[src/rtl/memory_pkg.sv]
// Shared types and constants for the delay-line tap reader.
// Holds FSM encoding, Q-format and saturation limits.
package memory_pkg;

  typedef enum logic [1:0] {
    IDLE  = 2'd0,
    ISSUE = 2'd1,
    MULT  = 2'd2,
    OUT   = 2'd3
  } state_t;

  localparam int DEF_TIMEOUT   = 255;
  localparam int DEF_GAIN_FRAC = 8;

  localparam logic [15:0] SAT_MAX = 16'h7FFF;
  localparam logic [15:0] SAT_MIN = 16'h8000;

  localparam logic signed [31:0] LIM_HI = 32'sd32767;
  localparam logic signed [31:0] LIM_LO = -32'sd32768;

  // Drop fraction bits (floor) and clamp to signed 16-bit.
  function automatic logic [15:0] scale_sat(
    input logic signed [31:0] p,
    input int                 frac
  );
    logic signed [31:0] s;
    s = p >>> frac;
    if (s > LIM_HI)
      return SAT_MAX;
    else if (s < LIM_LO)
      return SAT_MIN;
    else
      return s[15:0];
  endfunction

endpackage

[src/rtl/shift_add_mult.sv]
// Sequential signed x unsigned 16-bit multiplier.
// One multiplier bit per cycle, 16 cycles from start.
module shift_add_mult
  import memory_pkg::*;
(
  input  logic               clk,
  input  logic               rst_n,
  input  logic               start,
  input  logic [15:0]        a,
  input  logic [15:0]        b,
  output logic               done,
  output logic signed [31:0] product
);

  logic        running;
  logic [3:0]  cnt;
  logic [31:0] acc;
  logic [31:0] mcand;
  logic [15:0] mplier;

  // Load operands on start, then add/shift one bit per cycle.
  always_ff @(posedge clk) begin
    if (!rst_n) begin
      running <= 1'b0;
      cnt     <= 4'd0;
      acc     <= 32'd0;
      mcand   <= 32'd0;
      mplier  <= 16'd0;
    end else if (start) begin
      running <= 1'b1;
      cnt     <= 4'd0;
      acc     <= 32'd0;
      mcand   <= {{16{a[15]}}, a};
      mplier  <= b;
    end else if (running) begin
      if (mplier[0])
        acc <= acc + mcand;
      mcand  <= mcand << 1;
      mplier <= mplier >> 1;
      cnt    <= cnt + 4'd1;
      if (cnt == 4'd15)
        running <= 1'b0;
    end
  end

  // done flags the last iteration; product is final after it.
  assign done    = running && (cnt == 4'd15);
  assign product = acc;

endmodule

[src/rtl/delay_tap_reader.sv]
// Reads one delayed tap per sample strobe and applies a Q8.8 gain.
// Handles memory handshake timeout and overrun reporting.
module delay_tap_reader
  import memory_pkg::*;
#(
  parameter int TIMEOUT   = DEF_TIMEOUT,
  parameter int GAIN_FRAC = DEF_GAIN_FRAC
) (
  input  logic        clk,
  input  logic        rst_n,
  input  logic        adc_clock,
  input  logic [15:0] write_addr,
  input  logic [15:0] delay_reverb,
  input  logic [15:0] gain,
  input  logic        mem_ready,
  input  logic [15:0] mem_data,
  output logic        memory_re,
  output logic [15:0] address_out,
  output logic [15:0] data_out,
  output logic        data_valid,
  output logic        busy,
  output logic        overrun,
  output logic        rd_timeout
);

  localparam logic [15:0] WAIT_LAST = 16'(TIMEOUT - 1);

  state_t             state;
  state_t             state_n;
  logic               adc_q;
  logic               strobe;
  logic [15:0]        gain_q;
  logic               zero_tap;
  logic [15:0]        wait_cnt;
  logic               tmo;
  logic               mult_start;
  logic [15:0]        mult_a;
  logic               mult_done;
  logic signed [31:0] product;

  assign strobe    = adc_clock && !adc_q;
  assign memory_re = (state == ISSUE);
  assign busy      = (state != IDLE);

  shift_add_mult u_mult (
    .clk     (clk),
    .rst_n   (rst_n),
    .start   (mult_start),
    .a       (mult_a),
    .b       (gain_q),
    .done    (mult_done),
    .product (product)
  );

  // State register.
  always_ff @(posedge clk) begin
    if (!rst_n)
      state <= IDLE;
    else
      state <= state_n;
  end

  // Next state, multiplier kick-off and operand select.
  always_comb begin
    state_n    = state;
    tmo        = 1'b0;
    mult_start = 1'b0;
    mult_a     = 16'h0000;
    unique case (state)
      IDLE: begin
        if (strobe)
          state_n = (delay_reverb == 16'h0000) ? OUT : ISSUE;
      end
      ISSUE: begin
        if (mem_ready) begin
          mult_start = 1'b1;
          mult_a     = mem_data;
          state_n    = MULT;
        end else if (wait_cnt == WAIT_LAST) begin
          tmo        = 1'b1;
          mult_start = 1'b1;
          state_n    = MULT;
        end
      end
      MULT: begin
        if (mult_done)
          state_n = OUT;
      end
      OUT: begin
        state_n = IDLE;
      end
      default: begin
        state_n = IDLE;
      end
    endcase
  end

  // Edge history, request latching, flags and result register.
  always_ff @(posedge clk) begin
    if (!rst_n) begin
      adc_q       <= 1'b0;
      address_out <= 16'h0000;
      gain_q      <= 16'h0000;
      zero_tap    <= 1'b0;
      wait_cnt    <= 16'h0000;
      data_out    <= 16'h0000;
      data_valid  <= 1'b0;
      overrun     <= 1'b0;
      rd_timeout  <= 1'b0;
    end else begin
      adc_q      <= adc_clock;
      data_valid <= 1'b0;
      if (strobe && state != IDLE)
        overrun <= 1'b1;
      if (state == IDLE && strobe) begin
        address_out <= write_addr - delay_reverb;
        gain_q      <= gain;
        zero_tap    <= (delay_reverb == 16'h0000);
      end
      if (state == ISSUE)
        wait_cnt <= wait_cnt + 16'd1;
      else
        wait_cnt <= 16'h0000;
      if (tmo)
        rd_timeout <= 1'b1;
      if (state == OUT) begin
        data_out   <= zero_tap ? 16'h0000
                               : scale_sat(product, GAIN_FRAC);
        data_valid <= 1'b1;
      end
    end
  end

endmodule
[config.mk]
export PLATFORM = sky130hd
export DESIGN_NAME = delay_tap_reader
export DESIGN_NICKNAME = d
export VERILOG_FILES = /design/src/rtl/memory_pkg.sv /design/src/rtl/shift_add_mult.sv /design/src/rtl/delay_tap_reader.sv
export SDC_FILE = /design/constraint.sdc
export NUM_CORES = 1
export LEC_CHECK = 0
export CAP_MARGIN = 20
export CORE_MARGIN = 5
export CORE_UTILIZATION = 51
export CTS_CLUSTER_SIZE = 40
export DETAILED_ROUTE_END_ITERATION = 12
export HOLD_SLACK_MARGIN = 0.12
export PLACE_DENSITY = 0.83
export SLEW_MARGIN = 20
export SYNTH_ARGS = -nofsm -noshare
export SYNTH_HDL_FRONTEND = slang
export SYNTH_SLANG_ARGS = --single-unit
[constraint.sdc]
create_clock -name clk -period 2.7 [get_ports clk]
set_input_delay 0.675 -clock clk [delete_from_list [all_inputs] [get_ports clk]]
set_output_delay 0.675 -clock clk [all_outputs]
set_load 0.02 [all_outputs]
After elaboration in Yosys (flattened, before gate mapping)
Cells that the tools add are included.
{"block": "op_classes", "addsub": 4, "n_lt_le_gt_ge": 2, "eq_ne": 8, "muxes": 24, "bitwise_logic": 1, "reduce_logical": 13}
{"op": "$mux W16", "count": 7}
{"op": "$mux W32", "count": 2}
{"op": "$add A32 B32 Y32", "count": 1}
{"op": "$gt A24 B16 Y1 const B", "count": 1}
{"op": "$lt A24 B16 Y1 const B", "count": 1}
{"op": "$add A16 B1 Y16 const B", "count": 1}
{"op": "$eq A16 B8 Y1 const B", "count": 1}
{"op": "$logic_not A16 Y1", "count": 1}
{"op": "$sub A16 B16 Y16", "count": 1}
{"op": "$mux W2", "count": 5}
{"op": "$mux W1", "count": 9}
{"op": "$pmux W2 S4", "count": 1}
{"op": "$add A4 B1 Y4 const B", "count": 1}
{"op": "$eq A2 B2 Y1 const B", "count": 2}
{"op": "$eq A4 B4 Y1 const B", "count": 1}
{"op": "$logic_and A1 B1 Y1", "count": 4}
{"op": "$ne A2 B2 Y1 const B", "count": 2}
{"op": "$reduce_and A2 Y1", "count": 2}
{"op": "$reduce_bool A2 Y1", "count": 2}
{"op": "$ne A3 B2 Y1 const B", "count": 1}
{"op": "$reduce_and A3 Y1", "count": 1}
{"op": "$eq A2 B1 Y1 const B", "count": 1}
{"op": "$logic_not A2 Y1", "count": 1}
{"op": "$reduce_or A2 Y1", "count": 1}
{"op": "2 further kinds", "count": 2}
{"block": "totals", "ff_bits": 156, "in_bits": 68, "output_inout_bits": 37, "word_cells": 67}

Longest topological paths before layout
Gate-level depths: netlist of run 1.
{"block": "depth", "word_depth": 5, "mapped_depth": 11, "ltp_nobuf": 11}

Cells and area by module
Synthesis of run 1 repeated with hierarchy kept, for this count alone.
{"block": "unflattened", "hier_cells": 1065, "area_unflattened_um2": 8948.6}
{"module": "shift_add_mult", "n_inst": 1, "cells_per_inst": 608, "area_each_um2": 5177.5, "seq_area_each_um2": 1701.6}
{"module": "delay_tap_reader", "n_inst": 1, "cells_per_inst": 457, "area_each_um2": 3771.1, "seq_area_each_um2": 1421.4}

Worst setup path before layout of run 1
Ideal clock, no wire load.
{"block": "synth_path", "kind": "input -> register", "from": "input write_addr[0]", "to": "register address_out[14]", "setup_time_ns": 0.126, "t_arrival_ns": 2.435, "t_required_ns": 2.574, "setup_slack_ns": 0.139, "cell_stages": 11, "path_buffers": 0, "path_cell_list": "inv_1 > ha_1 > fa_1 > nor2b_1 > o21a_1 > o21ai_0 > a21oi_1 > o2111ai_1 > a31oi_1 > a211o_1 > o211ai_1"}
{"block": "synth_via", "elab_chain_cells": 1}
{"item": "start, declared", "line_no": "delay_tap_reader.sv:12", "source": "input logic [15:0] write_addr,"}
{"item": "$sub A16 B16 Y16", "line_no": "delay_tap_reader.sv:116", "source": "address_out <= write_addr - delay_reverb;"}
{"item": "end signal, assigned", "line_no": "delay_tap_reader.sv:116"}
{"item": "end, declared", "line_no": "delay_tap_reader.sv:18", "source": "output logic [15:0] address_out,"}
Every way passes these cells.
A chain may end at the register's enable or synchronous reset.

Worst setup path in the final report of run 1
{"block": "layout_path", "from": "register u_mult.mcand[0]", "to": "register u_mult.acc[26], in the netlist u_mult.product[26]"}
{"block": "layout_via", "elab_chain_cells": 1}
{"item": "start, declared", "line_no": "shift_add_mult.sv:18", "source": "logic [31:0] mcand;"}
{"item": "start signal, assigned", "line_no": "shift_add_mult.sv:33", "source": "mcand <= {{16{a[15]}}, a};"}
{"item": "start signal, assigned", "line_no": "shift_add_mult.sv:38", "source": "mcand <= mcand << 1;"}
{"item": "$add A32 B32 Y32", "line_no": "shift_add_mult.sv:37", "source": "acc <= acc + mcand;"}
{"item": "end signal, assigned", "line_no": "shift_add_mult.sv:37"}
{"item": "end, declared", "line_no": "shift_add_mult.sv:17", "source": "logic [31:0] acc;"}
Every way passes these cells.

==> key figures, run 1 <==
Global route
  • Global-route wire length before repair: 37100 um
  • Initial antenna violation count: 0
  • All-Layer GR Usage: 0.226
  • Vias in the first global route: slightly below 8k
  • Largest net degree at the start of global routing: 47
  • Grt ovf: 0

Pwr
  • Max VDD drop: between 0.0005 and 0.0006 V
  • Static leakage: 4.49 nW
  • Power Density: ~690 nW/um2

Worst setup path
  • R2r worst-path depth: 11
  • Worst Path Max Fanout: 4
  • Critical Path End Type: register
  • Critical path type: register to register
  • Origin of the worst setup path: u_mult.mcand[0]
  • Critical path startpoint category: register
  • CP required: 3.08 ns
  • Worst endpoint data arrival time: roughly 3.0 ns
  • Worst r2r src: u_mult.mcand[0]

Finish
  • Area Growth Syn to Fin: 26.0%
  • Layout filler cell count: 1328
  • Fin nets: between 1k and 1.5k
  • Share of cells above drive strength 1: 0.107
  • ANT cells: 0
  • Post-layout util: 0.654
  • Multi-input combinational cell area: 5180 um2
  • FF/Latch Area: ~3100 um2

Routing
  • DRC: 0
  • Pre-antenna DRT Iters: 7
  • Via/cell ratio: 5.72
  • Vias: 8100
  • Post-DRT Antenna Nets: 0
  • Aggregate routed wire length: between 20000 and 25000 um
  • WL per Instance: around 16 um
  • Starting DRT DRC Count: just over 500

Synth
  • Synth Area per Inst: approximately 8.1 um2
  • Asr flop ratio synth: 0
  • Post-synthesis cell type count: 68
  • Post-synth EDFFs: 0
  • Most used DFF post-synth: dfxtp_1
  • Syn_nets: between 1k and 1.5k
  • YS warnings: 0
  • Seq/Total Area, Yosys: 0.364
  • Yosys reg bits: 156
  • Post-Syn Instances: about 1.1k
  • Synthesized area: between 8000 and 9000 um2

Floorplanning
  • Initial Utilization: 0.519
  • DIE WIDTH: around 140 um
  • Die footprint: approximately 20000 um2
  • Core area: approximately 17000 um2
  • Die Y: around 140 um
  • I/O Pins: 105
  • Cell Rows: 47

Timing
  • Final Critical Period: between 2 and 3 ns
  • Setup TNS: 0 ns
  • Least-Margin Pin Slew: roughly 0.62 ns
  • Hold Violations, Final: 0
  • FMAX: between 300 and 400 MHz
  • Rel. slew slack: 0.587
  • RSZ-0062 raised after global routing: true
  • Period utilization: 0.969
  • Final setup fails: 0
  • Final slew viol count: 0
  • Clock Skews: roughly 0.011 ns

Placed design
  • Routability congestion estimate: approximately 0.92
  • I/O Buffers: about 100
  • Hpwl dp: between 15000 and 20000 um

Worst hold path
  • Worst Hold Path Cells: 2
  • HP Start: address_out[7]
  • Hold Path Class: register to register

Clocking
  • H-Tree Depth: 4
  • CTS Buffer Depth: 2
  • Clock Root Buffer: clkbuf_16
  • Reg clk slew, reported paths: ~0.070 ns
  • Hold_buf cts: 0
  • Clock sink total: around 160
  • CTS tree: yes
  • CTS Buf Count: 17
  • Clk Latency, worst-skew pair: approximately 0.44 ns

Run status
  • Status: complete, no violations

Flow run
  • MaxCap Viol Count: 0
==> cell usage in the layout, fill, tap and decap left out, drive strengths merged, types with 9 or more instances in the layout <==
cell / Yosys / routed
clkbuf: 37 / 17
or3: 11 / 11
nand3: 34 / 34
nand4: 16 / 16
buf: 24 / 61
o21ai: 85 / 85
mux2i: 20 / 20
clkdlybuf4s50: 0 / 101
nand2: 128 / 128
dfxtp: 156 / 156
a21o: 27 / 27
nor2b: 9 / 9
nand2b: 24 / 24
a31oi: 13 / 13
nor4: 9 / 9
xor2: 22 / 22
nor3: 13 / 13
a211oi: 22 / 22
and2: 9 / 9
inv: 32 / 40
and3: 10 / 10
xnor2: 18 / 18
nor2: 77 / 77
a21oi: 130 / 130
ha: 53 / 53
==> layout make-up <==
cell class	instances	area share
Inverter	33	0.0115
Sequential cell	156	0.289
Clock inverter	15	0.0179
Timing Repair Buffer	164	0.138
Tap cell	220	0.0255
Multi-Input combinational cell	811	0.479
Clock buffer	17	0.0393
==> critical path, cell delays in order (launching register included) <==
cell     delay (ns)
dfxtp_1        0.36
ha_1           0.19
fa_1           0.23
a21oi_2        0.09
nor3b_2        0.25
o21ai_0        0.18
a31oi_1        0.28
a21oi_1        0.11
buf_4          0.17
o21a_1         0.22
or4_1          0.40
nand3_1        0.07
==> kinds of logic after synthesis <==
kind of cell / after synthesis / share of synthesized area
and+or+nand+nor: 362 / 0.204
AOI/OAI and AO/OA: 333 / 0.240
DFF: 156 / 0.364
buffers and inverters: 94 / 0.0446
adders and majority gates: 55 / 0.0819
xor gates and xnor gates: 40 / 0.0408
muxes: 21 / 0.0246
==> routing by layer <==
metal | up-vias | track usage | routed length, um
met4 | 0 | 0.0765 | 488
met2 | 239 | 0.394 | 11100
met3 | 41 | 0.0559 | 1390
met5 | - | 0 | 0
met1 | 3803 | 0.273 | 9650
li1 | 4017 | - | -
==> sequential cells by signal, indices dropped and copies added (netlist names) <==
signal / count
u_mult.mcand: 32
zero_tap: 1
data_valid: 1
state: 2
data_out: 16
adc_q: 1
address_out: 16
gain_q: 16
wait_cnt: 16
u_mult.cnt: 4
u_mult.mplier: 16
rd_timeout: 1
u_mult.product: 32
overrun: 1
u_mult.running: 1
==> what timing repair did <==
action | 4_1_cts | 5_1_grt
pin swaps | 2 | 11
resized for setup | 3 | 18
buffers inserted | 2 | 2
setup endpoints to repair | 2 | 14
==> per-stage QoR <==
step / hold WS (ns) / power, mW / worst slack, ns / instances / area [um2]
2_1_floorplan: 0.436 / 4.29 / 0.139 / 1061 / 8580
3_3_place_gp: 0.440 / 4.94 / -0.486 / 1380 / 10100
3_5_place_dp: 0.446 / 5.00 / -0.574 / 1380 / 10100
4_1_cts: 0.456 / 7.47 / 0.00551 / 1414 / 10700
5_1_grt: 0.471 / 7.90 / -0.0213 / 1416 / 10800
6_report: 0.455 / 7.50 / 0.0837 / 1416 / 10800
==> synthesized netlist by cell type, types with 4 or more instances <==
| library cell | instances | share of area |
|---|---|---|
| ha_1 | 53 | 0.077 |
| and2_1 | 9 | 0.0066 |
| dfxtp_1 | 156 | 0.36 |
| or2_2 | 4 | 0.0029 |
| o31ai_1 | 5 | 0.0044 |
| nor2_1 | 77 | 0.034 |
| xnor2_1 | 18 | 0.018 |
| o21a_1 | 8 | 0.0070 |
| a21o_1 | 27 | 0.024 |
| buf_1 | 5 | 0.0022 |
| xor2_1 | 22 | 0.022 |
| mux2i_1 | 20 | 0.023 |
| o21bai_1 | 4 | 0.0035 |
| o211a_1 | 7 | 0.0082 |
| a21boi_0 | 5 | 0.0044 |
| a21oi_1 | 129 | 0.075 |
| o211ai_1 | 5 | 0.0044 |
| nand2_1 | 126 | 0.055 |
| o21ai_0 | 81 | 0.047 |
| a211oi_1 | 22 | 0.019 |
| inv_1 | 32 | 0.014 |
| nor2b_1 | 9 | 0.0066 |
| nand2b_1 | 24 | 0.017 |
| nor4_1 | 8 | 0.0058 |
| clkbuf_1 | 37 | 0.016 |
| and3_1 | 10 | 0.0073 |
| buf_2 | 18 | 0.010 |
| nand4_1 | 16 | 0.012 |
| nor3_1 | 13 | 0.0076 |
| or3_1 | 11 | 0.0080 |
| nand3_1 | 34 | 0.020 |
| a31oi_1 | 12 | 0.0087 |
==> power by group <==
group          internal (mW)  switching (mW)
Clock                   1.27            1.19
Combinational          0.907            1.29
Sequential              2.61           0.230
==> worst paths after layout <==
| path | slack [ns] | endpoint |
|---|---|---|
| worst max-delay path | 0.08 | u_mult.product[26] |
| worst max register to register | 0.08 | u_mult.product[26] |
| worst min-delay path | 0.45 | address_out[7] |
| worst min register to register | 0.45 | address_out[7] |
Power figures use the tool's default switching activity.
==> run 2: changes to the inputs <==
--- a/config.mk
+++ b/config.mk
@@ -7,11 +7,10 @@
 export LEC_CHECK = 0
 export CAP_MARGIN = 20
 export CORE_MARGIN = 5
-export CORE_UTILIZATION = 51
+export CORE_UTILIZATION = 52
 export CTS_CLUSTER_SIZE = 40
 export DETAILED_ROUTE_END_ITERATION = 12
-export HOLD_SLACK_MARGIN = 0.12
-export PLACE_DENSITY = 0.83
+export PLACE_DENSITY = 0.81
 export SLEW_MARGIN = 20
 export SYNTH_ARGS = -nofsm -noshare
 export SYNTH_HDL_FRONTEND = slang
==> constraint.sdc (replaced) <==
create_clock -name clk -period 3 [get_ports clk]
set_input_delay 0.75 -clock clk [delete_from_list [all_inputs] [get_ports clk]]
set_output_delay 0.75 -clock clk [all_outputs]
set_load 0.05 [all_outputs]
==> run 2 against run 1 <==
Clock-buffer cell count grew 1. Utilization down 1.9 points. Flip-flop and latch count is the same. Worst setup slack better by 0.028 ns. Wire length down 1.8%. Combinational power is 9.1% lower. Final area fell by 3.6%. First-iteration DRC count grew 2.6%. Total power down 12%. Non-clock buffer count is 32 lower. Global-route usage rose by 0.098 points.
==> key figures, run 2 (synthesized netlist as in run 1, its figures left out) <==
Clocking
  • Clock Root Buffer: clkbuf_16 (unchanged)
  • CTS tree: yes (unchanged)
  • Reg clk slew, reported paths: 0.07 ns (about the same)
  • Clk Latency, worst-skew pair: 0.43 ns (was 0.44 ns)
  • H-Tree Depth: 4 (unchanged)
  • CTS Buffer Depth: 2 (unchanged)
  • CTS Buf Count: 17 (unchanged)
  • Hold_buf cts: 0 (unchanged)
  • Clock sink total: 156 (unchanged)

Worst hold path
  • Hold Path End: address_out[2] (was address_out[7])
  • Worst Hold Path Cells: 2 (unchanged)
  • Hold Path Class: register to register (unchanged)
  • HP Start: address_out[2] (was address_out[7])

Finish
  • Layout filler cell count: 1410 (was 1328)
  • Share of cells above drive strength 1: 0.0704 (was 0.107)
  • ANT cells: 0 (unchanged)
  • Fin nets: 1274 (was 1306)
  • Most common cell after layout, fill and taps aside: dfxtp_1 (unchanged)
  • FF/Latch Area: 3120 um2 (unchanged)
  • Area Growth Syn to Fin: 21.5% (was 26.0%)
  • Multi-input combinational cell area: 5100 um2 (was 5180 um2)
  • Post-layout util: 0.635 (was 0.654)
  • Most frequent cells in the layout: 156 x dfxtp_1, 128 x a21oi_1, 126 x nand2_1 (was 156 x dfxtp_1, 126 x nand2_1, 125 x a21oi_1)

Worst setup path
  • Critical Path End Type: output port (was register)
  • CP max stage delay: 0.86 ns (was 0.40 ns)
  • CP cell instances: inv_1 > ha_1 > inv_1 > clkdlybuf4s50_1 (was ha_1 > fa_1 > a21oi_2 > nor3b_2 > o21ai_0 > a31oi_1 > a21oi_1 > buf_4 > o21a_1 > or4_1 > nand3_1)
  • Worst Path Max Fanout: 5 (was 4)
  • Worst endpoint data arrival time: 2.14 ns (was 2.99 ns)
  • Critical path's slowest cell: clkdlybuf4s50_1 (was or4_1)
  • R2R Path End: u_mult.product[24] (was u_mult.product[26])
  • CP required: 2.25 ns (was 3.08 ns)
  • Worst r2r src: u_mult.mcand[0] (unchanged)
  • R2r worst-path depth: 10 (was 11)
  • Reg2Reg Setup Slack: 0.19 ns (was 0.08 ns)
  • Critical path type: register to output port (was register to register)
  • Crit-path most repeated cell: inv_1
  • Critical path startpoint category: register (unchanged)

Floorplanning
  • Cell Rows: 47 (unchanged)
  • I/O Pins: 105 (unchanged)
  • Die Y: 138 um (was 140 um)
  • Die footprint: 19200 um2 (was 19500 um2)
  • Initial Utilization: 0.523 (was 0.519)
  • Core area: 16400 um2 (was 16500 um2)
  • DIE WIDTH: 138 um (was 140 um)

Timing
  • FMAX: approximately 350 MHz
  • Period utilization: 0.963
  • Final WS setup: 0.112 ns (was 0.0837 ns)
  • Clock Skews: 0.00935 ns (was 0.0111 ns)
  • Hold Violations, Final: 0 (unchanged)
  • Final Critical Period: between 2 and 3 ns
  • Rel. slew slack: 0.522 (was 0.587)
  • RSZ-0062 raised after global routing: false (was true)
  • Final slew viol count: 0 (unchanged)
  • Least-Margin Pin Slew: 0.717 ns (was 0.619 ns)
  • Final setup fails: 0 (unchanged)

Routing
  • Post-DRT Antenna Nets: 0 (unchanged)
  • Pre-antenna DRT Iters: 5 (was 7)
  • DRC: 0 (unchanged)
  • WL per Instance: 16.0 um (about the same)
  • Via/cell ratio: 5.74 (was 5.72)
  • Vias: 7940 (was 8100)
  • Starting DRT DRC Count: 516 (was 503)
  • Aggregate routed wire length: 22200 um (was 22600 um)

Placed design
  • Routability congestion estimate: 0.964 (was 0.917)
  • Hpwl dp: 16000 um (was 15800 um)
  • Pre-CTS setup slack: -0.391 ns (was -0.574 ns)
  • I/O Buffers: 104 (unchanged)

Pwr
  • Static leakage: 4.27 nW (was 4.49 nW)
  • Max VDD drop: 0.000435 V (was 0.000541 V)
  • Power Density: 635 nW/um2 (was 694 nW/um2)

Run status
  • Status: complete, no violations (unchanged)

Global route
  • Initial antenna violation count: 0 (unchanged)
  • Met3 GRT Util: 0.0656 (was 0.0559)
  • All-Layer GR Usage: 0.227 (was 0.226)
  • Routing usage on met2: 0.387 (was 0.394)
  • Largest net degree at the start of global routing: 47 (unchanged)
  • Vias in the first global route: 7783 (was 7828)
  • Global-route wire length before repair: 36900 um (was 37100 um)
  • Grt ovf: 0 (unchanged)
  • Grt met1 use: 0.276 (was 0.273)
  • GRT Max-Usage Layer: met2 (unchanged)

Flow run
  • MaxCap Viol Count: 0 (unchanged)
-- run 2: cell count changes in the layout (fill, tap and decap cells not counted), moves of 3 or more --
cell	before	now
a21oi_1	125	128
a21oi_2	4	1
buf_4	60	28
inv_6	3	7
clkinvlp_4	0	3
clkinv_8	6	0
-- run 2: critical path, delay by kind of cell (launching register included) --
kind | cells | cell delay (ns)
adder cells (fa/ha/maj) | 1 | 0.24
buffers and inverters | 3 | 1.09
flip-flops | 1 | 0.37
-- run 2: what timing repair did --
item | CTS | global route
resized for setup | 0 | 4
setup endpoints to repair | 0 | 3
buffers inserted | 0 | 0
-- run 2: power breakdown --
part | leakage, nW | internal, mW | total [mW] | switching [mW]
clock | 0.265 | 1.09 | 2.05 | 0.958
combinational | 2.74 | 0.756 | 2.00 | 1.24
sequential | 1.27 | 2.35 | 2.57 | 0.214
total | 4.27 | 4.20 | 6.62 | 2.41
-- run 2: per-stage QoR --
stage | TNS [ns] | hold WS (ns) | std cells | power [mW] | cell area [um2]
3_5_place_dp | -1.19 | 0.447 | 1352 | 4.58 | 9850
6_report | 0 | 0.454 | 1384 | 6.62 | 10400
2_1_floorplan | 0 | 0.436 | 1061 | 3.99 | 8580
3_3_place_gp | -0.753 | 0.438 | 1352 | 4.54 | 9850
4_1_cts | 0 | 0.457 | 1384 | 6.64 | 10400
5_1_grt | 0 | 0.480 | 1384 | 7.00 | 10400
-- run 2: metal layers --
| layer | up-vias | part of all wire |
|---|---|---|
| met3 | 39 | 0.075 |
| met1 | 3705 | 0.43 |
| met2 | 247 | 0.47 |
| met5 | - | 0 |
| li1 | 3949 | - |
| met4 | 0 | 0.021 |
-- run 2: how the worst max path moves through the flow --
stage | from | slack, ns | end | depth (start not counted)
after floorplan | write_addr[0] | 0.36 | address_out[14] | 11
after global placement | write_addr[0] | -0.29 | address_out[14] | 12
after detailed placement | write_addr[0] | -0.39 | address_out[14] | 12
after CTS | write_addr[0] | 0.07 | address_out[14] | 12
after global routing | state[0] | 0.02 | busy | 4
final | state[0] | 0.11 | busy | 4
-- run 2: cell type report --
class | count | share of cell area
Timing Repair Buffer | 132 | 0.120
Clock buffer | 18 | 0.0412
Tap cell | 220 | 0.0264
Sequential cell | 156 | 0.300
Clock inverter | 14 | 0.0121
Inverter | 33 | 0.0119
Multi-Input combinational cell | 811 | 0.489
==> run 3: changes to the inputs <==
--- a/config.mk
+++ b/config.mk
@@ -10,7 +10,7 @@
 export CORE_UTILIZATION = 52
 export CTS_CLUSTER_SIZE = 40
 export DETAILED_ROUTE_END_ITERATION = 12
-export PLACE_DENSITY = 0.81
+export PLACE_DENSITY = 0.8
 export SLEW_MARGIN = 20
 export SYNTH_ARGS = -nofsm -noshare
 export SYNTH_HDL_FRONTEND = slang
==> run 3 against run 2 <==
Via count decreased by 0.43%. Sequential share of layout area down 0.13 points. Sequential power barely moved. First-iteration DRC count decreased by 11%. Clock-buffer cell count decreased by 1. Largest cell class unchanged. Largest power group unchanged. Highest routed layer unchanged. Non-clock buffer count up 6. Die area unchanged. Total power grew 0.54%. Critical endpoint is now address_out[12].
==> key figures, run 3 (synthesized netlist as in run 1, its figures left out) <==
Timing
  • Hold Violations, Final: 0 (unchanged)
  • Least-Margin Pin Slew: 0.611 ns (was 0.717 ns)
  • Setup TNS: 0 ns (unchanged)
  • Final Critical Period: 2.83 ns (was 2.89 ns)
  • Rel. slew slack: 0.592 (was 0.522)
  • Final setup fails: 0 (unchanged)
  • Final WS setup: 0.172 ns (was 0.112 ns)
  • RSZ-0062 raised after global routing: true (was false)
  • Clock Skews: 0.00875 ns (was 0.00935 ns)
  • FMAX: 354 MHz (was 346 MHz)
  • Period utilization: 0.943 (was 0.963)
  • Final slew viol count: 0 (unchanged)

Clocking
  • Hold_buf cts: 0 (unchanged)
  • CTS Buf Count: 17 (unchanged)
  • Clock Root Buffer: clkbuf_16 (unchanged)
  • CTS tree: yes (unchanged)
  • Reg clk slew, reported paths: 0.06 ns (was 0.07 ns)
  • Clock sink total: 156 (unchanged)
  • CTS Buffer Depth: 2 (unchanged)
  • Clk Latency, worst-skew pair: 0.44 ns (was 0.43 ns)
  • Post_cts resized: 0 (unchanged)
  • Postcts setup bufs: 0 (unchanged)
  • H-Tree Depth: 4 (unchanged)

Finish
  • ANT cells: 0 (unchanged)
  • Share of cells above drive strength 1: 0.0736 (was 0.0704)
  • Final Cell Area: 10500 um2 (was 10400 um2)
  • Most common cell after layout, fill and taps aside: dfxtp_1 (unchanged)
  • Non-Filler Instances: 1389 (was 1384)
  • Most frequent cells in the layout: 156 x dfxtp_1, 129 x a21oi_1, 126 x nand2_1 (was 156 x dfxtp_1, 128 x a21oi_1, 126 x nand2_1)
  • Fin nets: 1280 (was 1274)
  • Area Growth Syn to Fin: 22.0% (was 21.5%)

Worst setup path
  • CP required: 3.35 ns (was 2.25 ns)
  • Top delay family on crit path: compound AO/OA/AOI/OAI gates (was buffers and inverters)
  • Critical path type: input pin to register (was register to output port)
  • CP max stage delay: 0.45 ns (was 0.86 ns)
  • Critical Path End Type: register (was output port)
  • Worst Path Max Fanout: 2 (was 5)
  • Critical path's slowest cell: clkdlybuf4s50_1 (unchanged)
  • Crit path buf inv count: 3 (unchanged)
  • Worst endpoint data arrival time: 3.18 ns (was 2.14 ns)
  • Reg2Reg Setup Slack: 0.21 ns (was 0.19 ns)
  • CP cell instances: clkdlybuf4s50_1 > inv_1 > ha_1 > fa_1 > nor2b_1 > o21a_1 > o21ai_0 > a21oi_1 > o2111ai_1 > buf_4 > a31oi_1 > nand4b_1 > o211ai_1 (was inv_1 > ha_1 > inv_1 > clkdlybuf4s50_1)
  • Critical path startpoint category: input pin (was register)

Placed design
  • Placed Instances: 1358 (was 1352)
  • Routability congestion estimate: 0.960 (was 0.964)
  • Placed cell areas: 9900 um2 (was 9850 um2)
  • Pre-CTS setup slack: -0.275 ns (was -0.391 ns)
  • I/O Buffers: 104 (unchanged)
  • Hpwl dp: 16000 um (about the same)

Global route
  • Vias in the first global route: 7501 (was 7783)
  • All-Layer GR Usage: 0.227 (about the same)
  • Largest net degree at the start of global routing: 47 (unchanged)
  • Initial antenna violation count: 0 (unchanged)
  • Grt ovf: 0 (unchanged)
  • Global-route wire length before repair: 36500 um (was 36900 um)

Pwr
  • Static leakage: 4.32 nW (was 4.27 nW)
  • Max VDD drop: 0.000414 V (was 0.000435 V)
  • Power Density: 636 nW/um2 (was 635 nW/um2)

Run status
  • Status: complete, no violations (unchanged)

Routing
  • Starting DRT DRC Count: 459 (was 516)
  • Vias: 7906 (was 7940)
  • Pre-antenna DRT Iters: 5 (unchanged)
  • WL per Instance: 15.8 um (was 16.0 um)
  • Via/cell ratio: 5.69 (was 5.74)
  • DRC: 0 (unchanged)
  • Post-DRT Antenna Nets: 0 (unchanged)
  • Aggregate routed wire length: 22000 um (was 22200 um)

Floorplanning
  • Initial Utilization: 0.523 (unchanged)
  • DIE WIDTH: 138 um (unchanged)
  • Die Y: 138 um (unchanged)
  • Die footprint: 19200 um2 (unchanged)
  • Cell Rows: 47 (unchanged)
  • I/O Pins: 105 (unchanged)
  • Core area: 16400 um2 (unchanged)

Worst hold path
  • Hold Path Class: register to register (unchanged)

Flow run
  • MaxCap Viol Count: 0 (unchanged)
run 3: cell type report:
type	instances	area, um2
Clock buffer	17	425
Clock inverter	14	136
Fill cell	1390	5940
Inverter	33	124
Multi-Input combinational cell	811	5090
Sequential cell	156	3120
Tap cell	220	275
Timing Repair Buffer	138	1290
run 3: layer usage:
metal | up-vias | global-route usage | part of all wire | wire length [um]
li1 | 3973 | - | - | -
met2 | 218 | 0.380 | 0.47 | 10400
met4 | 0 | 0.0718 | 0.019 | 411
met3 | 37 | 0.0687 | 0.071 | 1570
met5 | - | 0 | 0 | 0
met1 | 3678 | 0.282 | 0.44 | 9640
run 3: power by group:
group | internal (mW) | total [mW] | switching (mW)
registers | 2.35 | 2.57 | 0.213
logic | 0.766 | 2.01 | 1.24
clock network | 1.15 | 2.08 | 0.925
run 3: path summary, 6_finish.rpt:
| path | from | to | cells after the start |
|---|---|---|---|
| hold reg to reg | address_out[11] | address_out[11] | 2 |
| hold / removal | address_out[11] | address_out[11] | 2 |
| setup / recovery | write_addr[0] | address_out[12] | 13 |
| setup reg to reg | u_mult.product[0] | u_mult.product[24] | 10 |
run 3: stage by stage:
step / power, mW / hold WS, ns / utilization
6_report: 6.65 / 0.451 / 0.638
3_3_place_gp: 4.56 / 0.438 / 0.603
2_1_floorplan: 3.99 / 0.436 / -
5_1_grt: 7.04 / 0.463 / 0.638
4_1_cts: 6.68 / 0.450 / 0.638
3_5_place_dp: 4.60 / 0.443 / 0.603
run 3: worst register-to-register path: stages (launching register included):
cell and delay, ns:
dfxtp_1 0.32, ha_1 0.24, fa_1 0.42, a21oi_1 0.26, nor3b_2 0.11, o211a_1 0.24
nor3_1 0.31, o21ai_1 0.20, a221oi_1 0.36, or4_1 0.17, nand3_1 0.06
